<file path="src/rtl/fetch_unit_pkg.sv">
// Shared types and constants for the instruction-fetch stage.
// Latency: n/a (types only).
// Backpressure: n/a.
package fetch_unit_pkg;

    // All-zero word decodes as sll $0,$0,0: architecturally a no-op.
    localparam logic [31:0] NOP_INSTR = 32'h0000_0000;

    typedef enum logic {
        FS_RUN  = 1'b0,
        FS_WAIT = 1'b1
    } fstate_e;

    // IF/ID pipeline register contents.
    typedef struct packed {
        logic [31:0] instr;
        logic [31:0] pc4;
        logic        valid;
    } ifid_t;

    localparam ifid_t IFID_BUBBLE = '{instr: NOP_INSTR, pc4: 32'h0, valid: 1'b0};

endpackage

</file>
<file path="src/rtl/fetch_unit_if.sv">
// Bundle of hazard-unit controls, branch resolution, imem read and IF/ID outputs.
// Latency: n/a (wiring only).
// Backpressure: pc_write/ifid_write low holds the fetch stage.
// Ports: master = pipeline environment (hazard unit, resolver, imem);
//        slave  = fetch_unit.
interface fetch_unit_if #(
    parameter int CNT_W = 16
) ();
    logic             pc_write;
    logic             ifid_write;
    logic             branch_stall_n;
    logic             resolve_valid;
    logic             resolve_taken;
    logic [31:0]      resolve_target;
    logic [31:0]      imem_instr;
    logic [31:0]      pc;
    logic [31:0]      ifid_instr;
    logic [31:0]      ifid_pc4;
    logic             ifid_valid;
    logic             waiting;
    logic [CNT_W-1:0] bubble_count;

    modport master (
        output pc_write, ifid_write, branch_stall_n,
        output resolve_valid, resolve_taken, resolve_target, imem_instr,
        input  pc, ifid_instr, ifid_pc4, ifid_valid, waiting, bubble_count
    );

    modport slave (
        input  pc_write, ifid_write, branch_stall_n,
        input  resolve_valid, resolve_taken, resolve_target, imem_instr,
        output pc, ifid_instr, ifid_pc4, ifid_valid, waiting, bubble_count
    );
endinterface

</file>
<file path="src/rtl/fetch_unit_ifid_reg.sv">
// IF/ID pipeline register with write-enable and bubble load.
// Latency: 1 cycle (d_i visible on q_o after the next rising edge).
// Backpressure: load_i low holds contents; bubble_i overrides load_i.
// Ports: clock, reset (async active-low), load_i, bubble_i, d_i -> q_o.
module fetch_unit_ifid_reg
    import fetch_unit_pkg::*;
(
    input  logic  clock,
    input  logic  reset,
    input  logic  load_i,
    input  logic  bubble_i,
    input  ifid_t d_i,
    output ifid_t q_o
);

    ifid_t ifid_q;

    always_ff @(posedge clock or negedge reset) begin
        if (!reset) begin
            ifid_q <= IFID_BUBBLE;
        end else if (bubble_i) begin
            ifid_q <= IFID_BUBBLE;
        end else if (load_i) begin
            ifid_q <= d_i;
        end
    end

    assign q_o = ifid_q;

endmodule

</file>
<file path="src/rtl/fetch_unit.sv">
// Instruction fetch: owns PC, drives imem address, fills IF/ID, counts bubbles.
// Latency: word at pc lands in IF/ID one edge later; redirect takes effect at the next edge.
// Backpressure: pc_write/ifid_write low holds PC and IF/ID; branch stall parks in WAIT_RES.
// Ports: clock, reset (async active-low), fu_if (slave side of fetch_unit_if).
module fetch_unit
    import fetch_unit_pkg::*;
#(
    parameter logic [31:0] RESET_PC = 32'h0000_0000,
    parameter int          CNT_W    = 16
) (
    input  logic        clock,
    input  logic        reset,
    fetch_unit_if.slave fu_if
);

    fstate_e          state_q, state_d;
    logic [31:0]      pc_q, pc_d;
    logic [31:0]      pc_plus4;
    logic [CNT_W-1:0] cnt_q, cnt_d;
    logic             hold;
    logic             ifid_load;
    logic             ifid_bubble;
    ifid_t            ifid_d, ifid_q;

    assign pc_plus4 = pc_q + 32'd4;   // modulo 2^32: 0xFFFF_FFFC wraps to 0
    assign hold     = !fu_if.pc_write || !fu_if.ifid_write;

    // State register (plus PC and bubble counter).
    always_ff @(posedge clock or negedge reset) begin
        if (!reset) begin
            state_q <= FS_RUN;
            pc_q    <= RESET_PC;
            cnt_q   <= '0;
        end else begin
            state_q <= state_d;
            pc_q    <= pc_d;
            cnt_q   <= cnt_d;
        end
    end

    // Next-state logic. A resolve pulse always returns to RUN, even with
    // no branch pending (treated as a flush-style redirect).
    always_comb begin
        state_d = state_q;
        unique case (state_q)
            FS_RUN: begin
                if (fu_if.resolve_valid) begin
                    state_d = FS_RUN;
                end else if (!hold && !fu_if.branch_stall_n) begin
                    state_d = FS_WAIT;
                end
            end
            FS_WAIT: begin
                if (fu_if.resolve_valid) begin
                    state_d = FS_RUN;
                end
            end
            default: state_d = FS_RUN;
        endcase
    end

    // Output / datapath control. Redirect has top priority in both states;
    // in WAIT_RES the hazard inputs are ignored and a bubble goes in every cycle.
    always_comb begin
        pc_d        = pc_q;
        ifid_load   = 1'b0;
        ifid_bubble = 1'b0;
        if (fu_if.resolve_valid) begin
            // Held PC is already the fall-through address; target forced word-aligned.
            pc_d        = fu_if.resolve_taken ? (fu_if.resolve_target & ~32'h3) : pc_q;
            ifid_bubble = 1'b1;
        end else if (state_q == FS_RUN) begin
            if (hold) begin
                pc_d = pc_q;
            end else if (!fu_if.branch_stall_n) begin
                ifid_bubble = 1'b1;
            end else begin
                pc_d      = pc_plus4;
                ifid_load = 1'b1;
            end
        end else begin
            ifid_bubble = 1'b1;
        end

        // Saturating bubble counter.
        cnt_d = cnt_q;
        if (ifid_bubble && (cnt_q != {CNT_W{1'b1}})) begin
            cnt_d = cnt_q + {{(CNT_W-1){1'b0}}, 1'b1};
        end
    end

    assign ifid_d = '{instr: fu_if.imem_instr, pc4: pc_plus4, valid: 1'b1};

    fetch_unit_ifid_reg u_ifid_reg (
        .clock    (clock),
        .reset    (reset),
        .load_i   (ifid_load),
        .bubble_i (ifid_bubble),
        .d_i      (ifid_d),
        .q_o      (ifid_q)
    );

    assign fu_if.pc           = pc_q;
    assign fu_if.ifid_instr   = ifid_q.instr;
    assign fu_if.ifid_pc4     = ifid_q.pc4;
    assign fu_if.ifid_valid   = ifid_q.valid;
    assign fu_if.waiting      = (state_q == FS_WAIT);
    assign fu_if.bubble_count = cnt_q;

endmodule

</file>
<file path="src/flat_wrapper.sv">
// flat-port wrapper written by rule: the top's interface ports become plain ports
module fetch_unit_flat import fetch_unit_pkg::*;
#(
    parameter logic [31:0] RESET_PC = 32'h0000_0000,
    parameter int          CNT_W    = 16
)
  (clock, reset, fu_if_pc_write, fu_if_ifid_write, fu_if_branch_stall_n, fu_if_resolve_valid, fu_if_resolve_taken, fu_if_resolve_target, fu_if_imem_instr, fu_if_pc, fu_if_ifid_instr, fu_if_ifid_pc4, fu_if_ifid_valid, fu_if_waiting, fu_if_bubble_count);
  fetch_unit_if #(.CNT_W(CNT_W)) fu_if_i ();
  input  logic clock;
  input  logic reset;
  input wire logic [$bits(fu_if_i.pc_write)-1:0] fu_if_pc_write;
  input wire logic [$bits(fu_if_i.ifid_write)-1:0] fu_if_ifid_write;
  input wire logic [$bits(fu_if_i.branch_stall_n)-1:0] fu_if_branch_stall_n;
  input wire logic [$bits(fu_if_i.resolve_valid)-1:0] fu_if_resolve_valid;
  input wire logic [$bits(fu_if_i.resolve_taken)-1:0] fu_if_resolve_taken;
  input wire logic [$bits(fu_if_i.resolve_target)-1:0] fu_if_resolve_target;
  input wire logic [$bits(fu_if_i.imem_instr)-1:0] fu_if_imem_instr;
  output wire logic [$bits(fu_if_i.pc)-1:0] fu_if_pc;
  output wire logic [$bits(fu_if_i.ifid_instr)-1:0] fu_if_ifid_instr;
  output wire logic [$bits(fu_if_i.ifid_pc4)-1:0] fu_if_ifid_pc4;
  output wire logic [$bits(fu_if_i.ifid_valid)-1:0] fu_if_ifid_valid;
  output wire logic [$bits(fu_if_i.waiting)-1:0] fu_if_waiting;
  output wire logic [$bits(fu_if_i.bubble_count)-1:0] fu_if_bubble_count;
  assign fu_if_i.pc_write = fu_if_pc_write;
  assign fu_if_i.ifid_write = fu_if_ifid_write;
  assign fu_if_i.branch_stall_n = fu_if_branch_stall_n;
  assign fu_if_i.resolve_valid = fu_if_resolve_valid;
  assign fu_if_i.resolve_taken = fu_if_resolve_taken;
  assign fu_if_i.resolve_target = fu_if_resolve_target;
  assign fu_if_i.imem_instr = fu_if_imem_instr;
  assign fu_if_pc = fu_if_i.pc;
  assign fu_if_ifid_instr = fu_if_i.ifid_instr;
  assign fu_if_ifid_pc4 = fu_if_i.ifid_pc4;
  assign fu_if_ifid_valid = fu_if_i.ifid_valid;
  assign fu_if_waiting = fu_if_i.waiting;
  assign fu_if_bubble_count = fu_if_i.bubble_count;
  fetch_unit #(.RESET_PC(RESET_PC), .CNT_W(CNT_W)) u_core (.clock(clock), .reset(reset), .fu_if(fu_if_i));
endmodule
</file>
<file path="config.mk">
export PLATFORM = sky130hd
export DESIGN_NAME = fetch_unit_flat
export DESIGN_NICKNAME = d
export VERILOG_FILES = /design/src/rtl/fetch_unit_pkg.sv /design/src/rtl/fetch_unit_if.sv /design/src/rtl/fetch_unit_ifid_reg.sv /design/src/rtl/fetch_unit.sv /design/src/flat_wrapper.sv
export SDC_FILE = /design/constraint.sdc
export NUM_CORES = 1
export LEC_CHECK = 0
export CAP_MARGIN = 20
export CELL_PAD_IN_SITES_DETAIL_PLACEMENT = 1
export CELL_PAD_IN_SITES_GLOBAL_PLACEMENT = 2
export CORE_ASPECT_RATIO = 0.6
export CORE_MARGIN = 2
export CORE_UTILIZATION = 28
export DETAILED_ROUTE_END_ITERATION = 10
export PLACE_DENSITY = 0.85
export REMOVE_ABC_BUFFERS = 1
export SYNTH_ARGS = -nofsm -noshare
export SYNTH_HDL_FRONTEND = slang
export SYNTH_HIERARCHICAL = 1
export SYNTH_SLANG_ARGS = --single-unit
</file>
<file path="constraint.sdc">
create_clock -name clock -period 2.92 [get_ports clock]
set_input_delay 0.73 -clock clock [delete_from_list [all_inputs] [get_ports clock]]
set_output_delay 0.73 -clock clock [all_outputs]
set_load 0.01 [all_outputs]
</file>
### Yosys cells after proc, flatten, opt, wreduce, memory -nomap -nowiden

Index checks and enable logic that the tools add are counted.
W data, S select, Z words.

| operators by class | value |
|---|---|
| add/subtract/negate cells | 2 |
| bitwise logic cells | 1 |
| reduce and logical (&&, ||, !) cells | 10 |
| muxes and demuxes | 19 |
| equal/unequal tests | 4 |

Operator list:

| kind | number |
|---|---|
| $mux W32 | 5 |
| $mux W65 | 2 |
| $add A32 B3 Y32 const B | 1 |
| $add A16 B1 Y16 const B | 1 |
| $ne A16 B16 Y1 const B | 1 |
| $mux W1 | 11 |
| $logic_not A1 Y1 | 4 |
| $ne A2 B2 Y1 const B | 2 |
| $reduce_and A4 Y1 | 1 |
| $reduce_bool A2 Y1 | 2 |
| $logic_and A1 B1 Y1 | 2 |
| $ne A2 B1 Y1 const B | 1 |
| $pmux W1 S2 | 1 |
| $logic_or A1 B1 Y1 | 1 |
| $not A1 Y1 | 1 |

| word-level totals | value |
|---|---|
| output and inout port bits | 114 |
| flip-flop bits (word level) | 114 |

### Longest topological paths before layout

Gate-level depths: netlist of run 1.

| depth | value |
|---|---|
| depth after elaboration | 7 |
| depth in mapped cells | 10 |

### Modules after synthesis

The synthesis of run 1 kept the hierarchy.

Modules (own cells, without submodules):

| module | instances | sequential area each (um^2) | cells each | area an instance (um^2) |
|---|---|---|---|---|
| fetch_unit | 1 | 1176.1 | 362 | 3061.7 |
| fetch_unit_ifid_reg | 1 | 1626.6 | 209 | 2667.6 |

### Worst setup path before layout of run 1

Ideal clock, no wire load.

| path | value |
|---|---|
| path type | flip-flop to flip-flop |
| from | register u_core.pc_q[8] (netlist: u_core/fu_if.pc[8]) |
| to | register u_core.pc_q[31] (netlist: u_core/fu_if.pc[31]) |
| stages on the path, launching flop included | 9 |
| setup time | 69 ps |
| setup slack | 567 ps |
| arrival time | 2284 ps |
| path buffers | 3 |
| cell sequence | dfrtp_1 -> buf_4 -> nand4_2 -> or2_1 -> buf_6 -> or4_1 -> buf_2 -> or4_1 -> nand3_1 |

| on the way | value |
|---|---|
| longest elaborated chain between the ends | 5 |

RTL lines:

| element | line | RTL |
|---|---|---|
| from (decl) | fetch_unit.sv:17 | `logic [31:0] pc_q, pc_d;` |
| from (signal assigned) | fetch_unit.sv:36 | `pc_q <= pc_d;` |
| $add A32 B3 Y32 | fetch_unit.sv:25 | `assign pc_plus4 = pc_q + 32'd4;` |
| $mux W32 | fetch_unit.sv:75 | `end else if (!fu_if.branch_stall_n) begin` |
| $mux W32 | fetch_unit.sv:73 | `if (hold) begin` |
| $mux W32 | fetch_unit.sv:72 | `end else if (state_q == FS_RUN) begin` |
| $mux W32 | fetch_unit.sv:68 | `if (fu_if.resolve_valid) begin` |

No other way between the ends. The select of a mux whose other input is x is not followed.
A chain may end at the register's enable or synchronous reset.

### Final worst setup path of run 1

| path | value |
|---|---|
| from | register u_core.pc_q[10] (netlist: u_core/fu_if.pc[10]) |
| to | register u_core.pc_q[31] (netlist: u_core/fu_if.pc[31]) |

The elaborated chain is that of the path after synthesis.

==> results of run 1 <==
-- kinds of logic after synthesis --
family                   share of synthesized area
multiplexers                                 0.123
AND/OR/NAND/NOR                              0.192
buffers and inverters                       0.0513
XOR/XNOR                                    0.0657
other                                      0.00131
adder cells (fa/ha/maj)                    0.00437
flip-flops                                   0.489
AO/OA/AOI/OAI                               0.0732
-- flip-flops by register name (all words and copies together) (netlist names) --
| register | count |
|---|---|
| u_core/fu_if.waiting | 1 |
| u_core/fu_if.bubble_count | 16 |
| u_core/u_ifid_reg/q_o | 65 |
| u_core/fu_if.pc | 30 |
-- cell usage in the layout (no fill, tap or decap), drive strengths merged, types with 7 or more instances in the layout --
cell	instances
nand2	34
xnor2	22
or4	11
dfrtp	112
clkbuf	10
a21oi	15
o21ai	22
buf	25
xor2	21
nor4	7
nand4	10
nor3	11
clkdlybuf4s50	178
mux2i	69
nand3	32
and3	13
nor2	94
inv	9
-- through the flow --
stage | worst slack, ns | total power, mW | util | setup TNS (ns) | instance area, sq um
after global placement | 0.337 | 2.90 | 0.393 | 0 | 7860
after detailed placement | 0.301 | 2.95 | 0.393 | 0 | 7860
final | 0.364 | 4.30 | 0.409 | 0 | 8190
after floorplan | -0.636 | 2.31 | - | -41.24 | 5480
after CTS | 0.392 | 4.36 | 0.409 | 0 | 8190
after global routing | 0.256 | 4.53 | 0.409 | 0 | 8190
-- final timing paths --
check                                                        end  cells after the start
max                              u_core/fu_if.pc[31]$_DFFE_PN0P_                      5
min                        u_core/u_ifid_reg/q_o[31]$_DFFE_PN0P_                      1
max reg2reg                      u_core/fu_if.pc[31]$_DFFE_PN0P_                      5
min reg2reg                u_core/u_ifid_reg/q_o[17]$_DFFE_PN0P_                      2
max in group asynchronous  u_core/u_ifid_reg/q_o[14]$_DFFE_PN0P_                      2
min in group clock         u_core/u_ifid_reg/q_o[17]$_DFFE_PN0P_                      2
-- power by group --
group / internal [mW] / switching [mW]
Clock: 0.771 / 0.614
Combinational: 0.540 / 0.467
Sequential: 1.68 / 0.223
-- metal layers --
metal / track usage / wire [microns] / vias up
met5: 0 / 0 / -
li1: - / - / 2349
met1: 0.244 / 9130 / 2523
met2: 0.271 / 8290 / 127
met3: 0.0488 / 1180 / 14
met4: 0.0359 / 147 / 0
-- critical path, cell delays in order, from the launching register on --
cell,delay (ns)
dfrtp_1,0.47
nand4_2,0.19
or2_1,0.40
or4_1,0.75
or4_1,0.56
nand3_1,0.12
-- layout make-up --
type,count,area [sq um],share of cell area
multi-input cells,415,2640,0.323
clock buffers,10,229,0.0280
repair buffers,203,2040,0.249
flip-flops and latches,112,2800,0.342
inverters,8,31.3,0.00382
well taps,273,342,0.0417
clock inverters,6,100,0.0122
==> out/qor.yml, run 1 <==
outcome:
  status: "complete, no violations"
setup_path:
  startpoint: "u_core/fu_if.pc[10]$_DFFE_PN0P_"
  worst_ep_required_time_ns: 3.21
  crit_path_end_kind: "register"
  rrSetupSlack_ns: 0.36
  crit_type: "register to register"
  r2r_start: "u_core/fu_if.pc[10]$_DFFE_PN0P_"
  crit_arrival_ns: 2.84
  cp_max_fo: 10
  crit_path_start_kind: "register"
clock_network:
  cts-resized-gates: 0
  clock_latency_ns: 0.36
  clock-sinks: 112
  cts_buffers: 9
  cts_root_buf: "clkbuf_16"
  clk_path_buf_depth: 2
  htreeDepth: 3
  cts_tree: "built"
  cts_setup_buffers: 0
  cts_hold_buf: 0
  cts.reportedPaths.clkPinSlew_ns: 0.08
synth:
  synth_top_area_share: 0.489
  synth_cell_types: 51
  synth_common_cells: "112 x dfrtp_1, 94 x nor2_1, 69 x mux2i_1, 34 x nand2_1, 32 x nand3_1"
  synth-edff-count: 0
  async_flop_share: 1.00
  ys_warn_count: 6
  yosysTopAreaCell: "dfrtp_1"
  syn_area_per_cell_sq_um: 10.0
  synthMostInstantiatedCell: "dfrtp_1"
  synth.area.top_cells: "dfrtp_1 49%, mux2i_1 12%, nor2_1 6.2%, xnor2_1 3.4%, xor2_1 3.2%"
  synth-seq-cells: 112
  ys_seq_area_frac: 0.489
  synth_area_sq_mm: 0.00573
  synth_ff_type: "dfrtp_1"
  syn_inst: 571
global_route:
  antenna_found_initial: 1
  track_usage: 0.174
  grt_pass1_vias: 5239
  grt_pass1_wl_microns: 29600
  globalRoute.totalOverflow: 0
  grt_max_degree: 66
pwr:
  leakage_nw: 3.29
  p_per_area_mw_per_mm2: 525
  peakVddDrop_mv: 0.273
worst_hold_path:
  hp-class: "input pin to async pin"
detailed_routing:
  wl_microns: 18800
  drc: 0
  wl_per_cell_microns: 18.3
  drtIter0Drc: 220
  via_count: 5013
  antenna_left: 0
  via_per_inst: 4.88
  firstDrtPassIters: 4
sta:
  slew_violations: 0
  rsz0062_at_grt: "false"
  layout_min_cycle_time_ns: 2.56
  setup_viol: 0
  hold_violations: 0
  fmax_ghz: 0.391
  worstMarginPinSlew_ns: 0.789
  slew_headroom: 0.469
  fin_hold_ws_ns: 0.367
  skew_ns: 0.0130
  fin_crit_sh: 0.875
floorplanning:
  die_w_microns: 189
  coreArea_sq_mm: 0.0200
  ioPinCount: 185
  initial_core_util: 0.286
  fp.dieH_microns: 115
  die_area_sq_mm: 0.0217
  fp-row-count: 40
cells_and_area:
  fill_cells: 2243
  num-nets-final: 822
  diodes: 0
  areaGrowthSynthToFinish_pct: 43.0
  drive_gt1_frac: 0.0597
  fin_cells: 1027
place:
  place_inst: 1011
  finalWeightedCongestion: 0.799
  dp_hpwl_microns: 13900
  port-buffer-count: 180
job:
  cap_viol_max_count: 0
Note: power is estimated with default switching activity, not from simulation.
==> run 2: changes to the inputs <==
Settings changed: PLACE_DENSITY 0.85 to unset, PLACE_DENSITY_LB_ADDON set to 0.3.
==> run 2 against run 1 <==
Sequential power is essentially flat. Register-to-register slack gained 0.06 ns. Largest cell class unchanged. Worst hold slack lost 0.15 ns.
==> out/qor.yml, run 2 (same netlist as run 1, synthesis figures left out) <==
outcome:
  status: "complete, no violations"  # unchanged
floorplanning:
  ioPinCount: 185  # unchanged
  coreArea_sq_mm: 0.0200  # unchanged
  fp.dieH_microns: 115  # unchanged
  initial_core_util: 0.286  # unchanged
  die_w_microns: 189  # unchanged
  die_area_sq_mm: 0.0217  # unchanged
  fp-row-count: 40  # unchanged
place:
  place_inst: 1008  # was 1,011
  dp_hpwl_microns: 13700  # was 13,900 microns
  port-buffer-count: 180  # unchanged
  preCtsSetupSlack_ns: 0.209  # was 0.301 ns
  finalWeightedCongestion: 0.777  # was 0.799
  placed_area_sq_mm: 0.00781  # was 0.00786 sq mm
pwr:
  leakage_nw: 3.26  # was 3.29 nW
  total_power_mw: 4.28  # was 4.30 mW
  p_per_area_mw_per_mm2: 526  # was 525 mW/mm^2
  peakVddDrop_mv: 0.336  # was 0.273 mV
clock_network:
  cts_hold_buf: 0  # unchanged
  cts_root_buf: "clkbuf_16"  # unchanged
  cts.reportedPaths.clkPinSlew_ns: 0.08  # about the same
  cts-resized-gates: 0  # unchanged
  cts_tree: "built"  # unchanged
  htreeDepth: 3  # unchanged
  cts_buffers: 9  # unchanged
  clk_path_buf_depth: 2  # unchanged
  clock_latency_ns: 0.37  # was 0.36 ns
  clock-sinks: 112  # unchanged
  cts_setup_buffers: 0  # unchanged
detailed_routing:
  antenna_left: 0  # unchanged
  wl_microns: 18900  # was 18,800 microns
  via_count: 4949  # was 5,013
  wl_per_cell_microns: 18.5  # was 18.3 microns
  firstDrtPassIters: 4  # unchanged
  via_per_inst: 4.83  # was 4.88
  drc: 0  # unchanged
  drtIter0Drc: 251  # was 220
setup_path:
  crit_arrival_ns: 2.81  # was 2.84 ns
  cp_max_fo: 10  # unchanged
  rrSetupSlack_ns: 0.42  # was 0.36 ns
  path_cells: "nand4_2 -> or2_1 -> or4_1 -> or4_1 -> nand3_1"  # unchanged
  startpoint: "u_core/fu_if.pc[9]$_DFFE_PN0P_"  # was u_core/fu_if.pc[10]$_DFFE_PN0P_
  cpMostUsedCell: "or4_1"  # unchanged
  rr_endpoint: "u_core/fu_if.pc[31]$_DFFE_PN0P_"  # unchanged
  crit_path_end_kind: "register"  # unchanged
  critPathCapture: "u_core/fu_if.pc[31]$_DFFE_PN0P_"  # unchanged
  crit_path_top_delay_cell: "or4_1"  # unchanged
  crit_type: "register to register"  # unchanged
  reg2reg_depth: 5  # unchanged
  worst_ep_required_time_ns: 3.23  # was 3.21 ns
  cp_num_buf_inv: 0  # unchanged
  r2r_start: "u_core/fu_if.pc[9]$_DFFE_PN0P_"  # was u_core/fu_if.pc[10]$_DFFE_PN0P_
  crit_path_start_kind: "register"  # unchanged
  critPathMaxStageDelay_ns: 0.73  # was 0.75 ns
  critPathTopFamily: "simple AND/OR/NAND/NOR gates"  # unchanged
  cp_num_cells: 5  # unchanged
sta:
  layout_min_cycle_time_ns: 2.50  # was 2.56 ns
  fmax_ghz: 0.400  # was 0.391 GHz
  hold_violations: 0  # unchanged
  setup_viol: 0  # unchanged
  final.setup.worst_slack_ns: 0.421  # was 0.364 ns
  slew_violations: 0  # unchanged
  rsz0062_at_grt: "false"  # unchanged
  worstMarginPinSlew_ns: 0.767  # was 0.789 ns
  skew_ns: 0.0107  # was 0.0130 ns
  setup-tns-final_ns: 0  # unchanged
  fin_hold_ws_ns: 0.212  # was 0.367 ns
  fin_crit_sh: 0.856  # was 0.875
  slew_headroom: 0.489  # was 0.469
global_route:
  antenna_found_initial: 1  # unchanged
  grt_pass1_wl_microns: 29300  # was 29,600 microns
  grt_pass1_vias: 5126  # was 5,239
  globalRoute.totalOverflow: 0  # unchanged
  track_usage: 0.176  # was 0.174
  grt_max_degree: 67  # was 66
cells_and_area:
  fin_cells: 1024  # was 1,027
  areaGrowthSynthToFinish_pct: 42.0  # was 43.0%
  regArea_sq_mm: 0.00280  # unchanged
  diodes: 0  # unchanged
  layout_common_cells: "178 x clkdlybuf4s50_1, 112 x dfrtp_1, 94 x nor2_1, 69 x mux2i_1, 34 x nand2_1"  # unchanged
  drive_gt1_frac: 0.0573  # was 0.0597
  num-nets-final: 819  # was 822
  largest_reg_flops: 65  # unchanged
  stdcell_area_sq_mm: 0.00813  # was 0.00819 sq mm
  fill_cells: 2257  # was 2,243
  multiInputGateArea_sq_mm: 0.00264  # unchanged
  layout_commonest_cell: "clkdlybuf4s50_1"  # unchanged
  final_util: 0.406  # was 0.409
worst_hold_path:
  hp-class: "input pin to async pin"  # unchanged
job:
  cap_viol_max_count: 0  # unchanged
-- run 2: cell count changes in the layout (fill, tap and decap cells not counted) --
cell and change:
inv_8 -2, buf_4 -1, clkbuf_1 -1, clkinvlp_4 +1, clkinv_2 +2, buf_12 -2
-- run 2: cell type report --
cell class,count,area share
Sequential cell,112,0.345
Multi-Input combinational cell,415,0.325
Timing Repair Buffer,200,0.245
Tap cell,273,0.0420
Clock buffer,9,0.0277
Clock inverter,7,0.0117
Inverter,8,0.00385
-- run 2: worst min-delay path by stage --
stage	start	to	slack, ns	cells after the start
global placement	u_core/fu_if.bubble_count[13]$_DFFE_PN0P_	u_core/fu_if.bubble_count[13]$_DFFE_PN0P_	0.49	1
CTS	reset	u_core/u_ifid_reg/q_o[36]$_DFFE_PN0P_	0.21	1
detailed placement	u_core/fu_if.bubble_count[6]$_DFFE_PN0P_	u_core/fu_if.bubble_count[6]$_DFFE_PN0P_	0.51	1
floorplan	reset	u_core/fu_if.bubble_count[0]$_DFFE_PN0P_	0.43	0
global route	reset	u_core/u_ifid_reg/q_o[36]$_DFFE_PN0P_	0.20	1
finish	reset	u_core/u_ifid_reg/q_o[36]$_DFFE_PN0P_	0.21	1
-- run 2: routing by layer --
layer  GRT usage  vias to the layer above  routed length (microns)
met5           0                        -                       10
met4      0.0380                        2                      150
li1            -                     2341                        -
met3      0.0562                       12                     1270
met1       0.251                     2450                     9590
met2       0.260                      144                     7890
-- run 2: power by group --
group | switching, mW | internal, mW
Sequential | 0.218 | 1.68
Clock | 0.621 | 0.755
Combinational | 0.467 | 0.531
==> run 3: changes to the inputs <==
Settings changed: CORE_UTILIZATION 28 to 27, SYNTH_HIERARCHICAL 1 to unset.
==> run 3 against run 2 <==
Worst hold slack better by 0.098 ns. Clock skew about the same. Non-clock buffer count down 3. Global-route usage up 0.98 points. Setup slack better by 0.17 ns. Flip-flop and latch count down 2. Synthesized area down 4.2%. Register-to-register slack better by 0.26 ns. Combinational power up 4%. Largest power group unchanged.
==> out/qor.yml, run 3 <==
synth:
  synth_compound_area_frac: 0.173  # was 0.0732
  synth_cell_types: 50  # was 51
  synth_ff_type: "dfrtp_1"  # unchanged
  yosys.area_share.simple: 0.230  # was 0.192
  synth_common_cells: "110 x dfrtp_1, 57 x nand2_1, 44 x nand3_1, 33 x a22o_1, 27 x o211ai_1"  # was 112 x dfrtp_1, 94 x nor2_1, 69 x mux2i_1, 34 x nand2_1, 32 x nand3_1
  synth.area.top_cells: "dfrtp_1 50%, a22o_1 5.3%, nand3_1 4.0%, nand2_1 3.9%, o211ai_1 3.7%"  # was dfrtp_1 49%, mux2i_1 12%, nor2_1 6.2%, xnor2_1 3.4%, xor2_1 3.2%
  synth_top_family_by_area: "simple AND/OR/NAND/NOR gates"  # unchanged
  syn_area_per_cell_sq_um: 9.89  # was 10.0 sq um
  synthMostInstantiatedCell: "dfrtp_1"  # unchanged
  synth_area_sq_mm: 0.00549  # was 0.00573 sq mm
  synth-seq-cells: 110  # was 112
  synthAdderAreaFrac: 0.00456  # was 0.00437
  synth_xor_xnor_area_share: 0.0367  # was 0.0657
  synth_top_area_share: 0.501  # was 0.489
  async_flop_share: 1.00  # unchanged
  syn_inst: 555  # was 571
  ys_warn_count: 0  # was 6
  synth-edff-count: 0  # unchanged
  ys_seq_area_frac: 0.501  # was 0.489
  yosysTopAreaCell: "dfrtp_1"  # unchanged
  synth.area.mux_share: 0.00387  # was 0.123
floorplanning:
  fp.dieH_microns: 114  # was 115 microns
  die_area_sq_mm: 0.0215  # was 0.0217 sq mm
  fp-row-count: 40  # unchanged
  ioPinCount: 185  # unchanged
  die_w_microns: 188  # was 189 microns
  coreArea_sq_mm: 0.0200  # about the same
  initial_core_util: 0.275  # was 0.286
pwr:
  peakVddDrop_mv: 0.292  # was 0.336 mV
  total_power_mw: 4.26  # was 4.28 mW
  p_per_area_mw_per_mm2: 539  # was 526 mW/mm^2
  leakage_nw: 3.22  # was 3.26 nW
cells_and_area:
  drive_gt1_frac: 0.0689  # was 0.0573
  largest_reg_flops: 63  # was 65
  final_util: 0.396  # was 0.406
  fin_cells: 999  # was 1,024
  areaGrowthSynthToFinish_pct: 44.2  # was 42.0%
  layout_common_cells: "176 x clkdlybuf4s50_1, 110 x dfrtp_1, 57 x nand2_1, 44 x nand3_1, 33 x a22o_1"  # was 178 x clkdlybuf4s50_1, 112 x dfrtp_1, 94 x nor2_1, 69 x mux2i_1, 34 x nand2_1
  diodes: 0  # unchanged
  layout_commonest_cell: "clkdlybuf4s50_1"  # unchanged
  num-nets-final: 794  # was 819
setup_path:
  crit_path_start_kind: "input pin"  # was register
  cp_max_fo: 5  # was 10
  worst_ep_required_time_ns: 3.17  # was 3.23 ns
  crit_arrival_ns: 2.58  # was 2.81 ns
  crit_type: "input pin to register"  # was register to register
  crit_path_end_kind: "register"  # unchanged
clock_network:
  cts_root_buf: "clkbuf_16"  # unchanged
  clock_latency_ns: 0.36  # was 0.37 ns
  clock-sinks: 110  # was 112
  htreeDepth: 3  # unchanged
  clk_path_buf_depth: 2  # unchanged
  cts_buffers: 9  # unchanged
  cts-resized-gates: 0  # unchanged
  cts_hold_buf: 0  # unchanged
  cts.reportedPaths.clkPinSlew_ns: 0.08  # about the same
  cts_tree: "built"  # unchanged
  cts_setup_buffers: 0  # unchanged
place:
  dp_hpwl_microns: 14100  # was 13,700 microns
  finalWeightedCongestion: 0.788  # was 0.777
  port-buffer-count: 178  # was 180
  place_inst: 983  # was 1,008
detailed_routing:
  firstDrtPassIters: 4  # unchanged
  via_count: 5188  # was 4,949
  antenna_left: 0  # unchanged
  drc: 0  # unchanged
  drtIter0Drc: 258  # was 251
  wl_microns: 19700  # was 18,900 microns
  via_per_inst: 5.19  # was 4.83
  wl_per_cell_microns: 19.7  # was 18.5 microns
job:
  cap_viol_max_count: 0  # unchanged
sta:
  skew_ns: 0.0103  # was 0.0107 ns
  worstMarginPinSlew_ns: 0.888  # was 0.767 ns
  fin_crit_sh: 0.799  # was 0.856
  fmax_ghz: 0.429  # was 0.400 GHz
  setup_viol: 0  # unchanged
  hold_violations: 0  # unchanged
  slew_headroom: 0.403  # was 0.489
  slew_violations: 0  # unchanged
  rsz0062_at_grt: "false"  # unchanged
  layout_min_cycle_time_ns: 2.33  # was 2.50 ns
global_route:
  globalRoute.totalOverflow: 0  # unchanged
  grt_max_degree: 64  # was 67
  antenna_found_initial: 1  # unchanged
  track_usage: 0.185  # was 0.176
  grt_pass1_wl_microns: 31000  # was 29,300 microns
  grt_pass1_vias: 5352  # was 5,126
worst_hold_path:
  hp-class: "input pin to async pin"  # unchanged
outcome:
  status: "complete, no violations"  # unchanged
## run 3: changes by cell type after synthesis, sizes merged, moves of 13 or more
cell / change
nor2: -72
mux2i: -68
a22o: +32
o211ai: +26
nand2: +23
nand4: +15
nand3: +13
## run 3: layout make-up
type / instances / area, sq um
Clock buffer: 9 / 225
Tap cell: 273 / 342
Clock inverter: 7 / 73.8
Sequential cell: 110 / 2750
Timing Repair Buffer: 197 / 1980
Multi-Input combinational cell: 390 / 2490
Inverter: 13 / 48.8
Fill cell: 2231 / 12100
## run 3: power by group
| part | total, mW | leakage, nW | internal, mW | switching [mW] |
|---|---|---|---|---|
| Sequential | 1.96 | 1.41 | 1.68 | 0.279 |
| Combinational | 1.04 | 1.66 | 0.553 | 0.489 |
| Clock | 1.27 | 0.148 | 0.612 | 0.654 |
## run 3: path summary, 6_finish.rpt
kind	slack, ns	cells after the start	endpoint	from
max in group asynchronous	1.92	2	u_core.fu_if.pc[8]$_DFFE_PN0P_	reset
worst max-delay path	0.59	6	u_core.fu_if.bubble_count[1]$_DFFE_PN0P_	fu_if_ifid_write
worst max register to register	0.68	4	u_core.fu_if.pc[17]$_DFFE_PN0P_	u_core.fu_if.pc[5]$_DFFE_PN0P_
worst min register to register	0.49	2	u_core.u_ifid_reg.q_o[0]$_DFFE_PN0P_	u_core.u_ifid_reg.q_o[0]$_DFFE_PN0P_
worst min-delay path	0.31	1	u_core.u_ifid_reg.q_o[29]$_DFFE_PN0P_	reset
min in group clock	0.49	2	u_core.u_ifid_reg.q_o[0]$_DFFE_PN0P_	u_core.u_ifid_reg.q_o[0]$_DFFE_PN0P_
## run 3: cells by family (layout without fill, tap and decap cells)
family,after synthesis,count (layout)
AND/OR/NAND/NOR,224,224
adder cells (fa/ha/maj),2,2
XOR/XNOR,23,23
flip-flops,110,110
other,1,4
buffers and inverters,58,226
multiplexers,2,2
AO/OA/AOI/OAI,135,135
## run 3: worst max-delay path: stages
cell and delay (ns):
clkdlybuf4s50_1 0.47, buf_4 0.18, and3b_1 0.19, nor3_1 0.49
nor2_1 0.18, mux2_1 0.35
## run 3: routing by layer
metal / global-route usage / part of all wire / routed length [microns] / vias to the layer above
met1: 0.277 / 0.51 / 10100 / 2625
met5: 0 / 0.00066 / 13 / -
li1: - / - / - / 2410
met3: 0.0426 / 0.056 / 1100 / 14
met4: 0.0346 / 0.0085 / 168 / 2
met2: 0.274 / 0.42 / 8350 / 137
## run 3: metrics by stage
stage | TNS, ns | instance area [sq um] | worst slack [ns] | hold WS (ns)
after floorplan | -109.25 | 5280 | -1.79 | 0.434
after global placement | 0 | 7620 | 0.283 | 0.463
after detailed placement | 0 | 7620 | 0.228 | 0.473
after CTS | 0 | 7920 | 0.609 | 0.326
after global routing | 0 | 7920 | 0.505 | 0.344
final | 0 | 7920 | 0.588 | 0.311
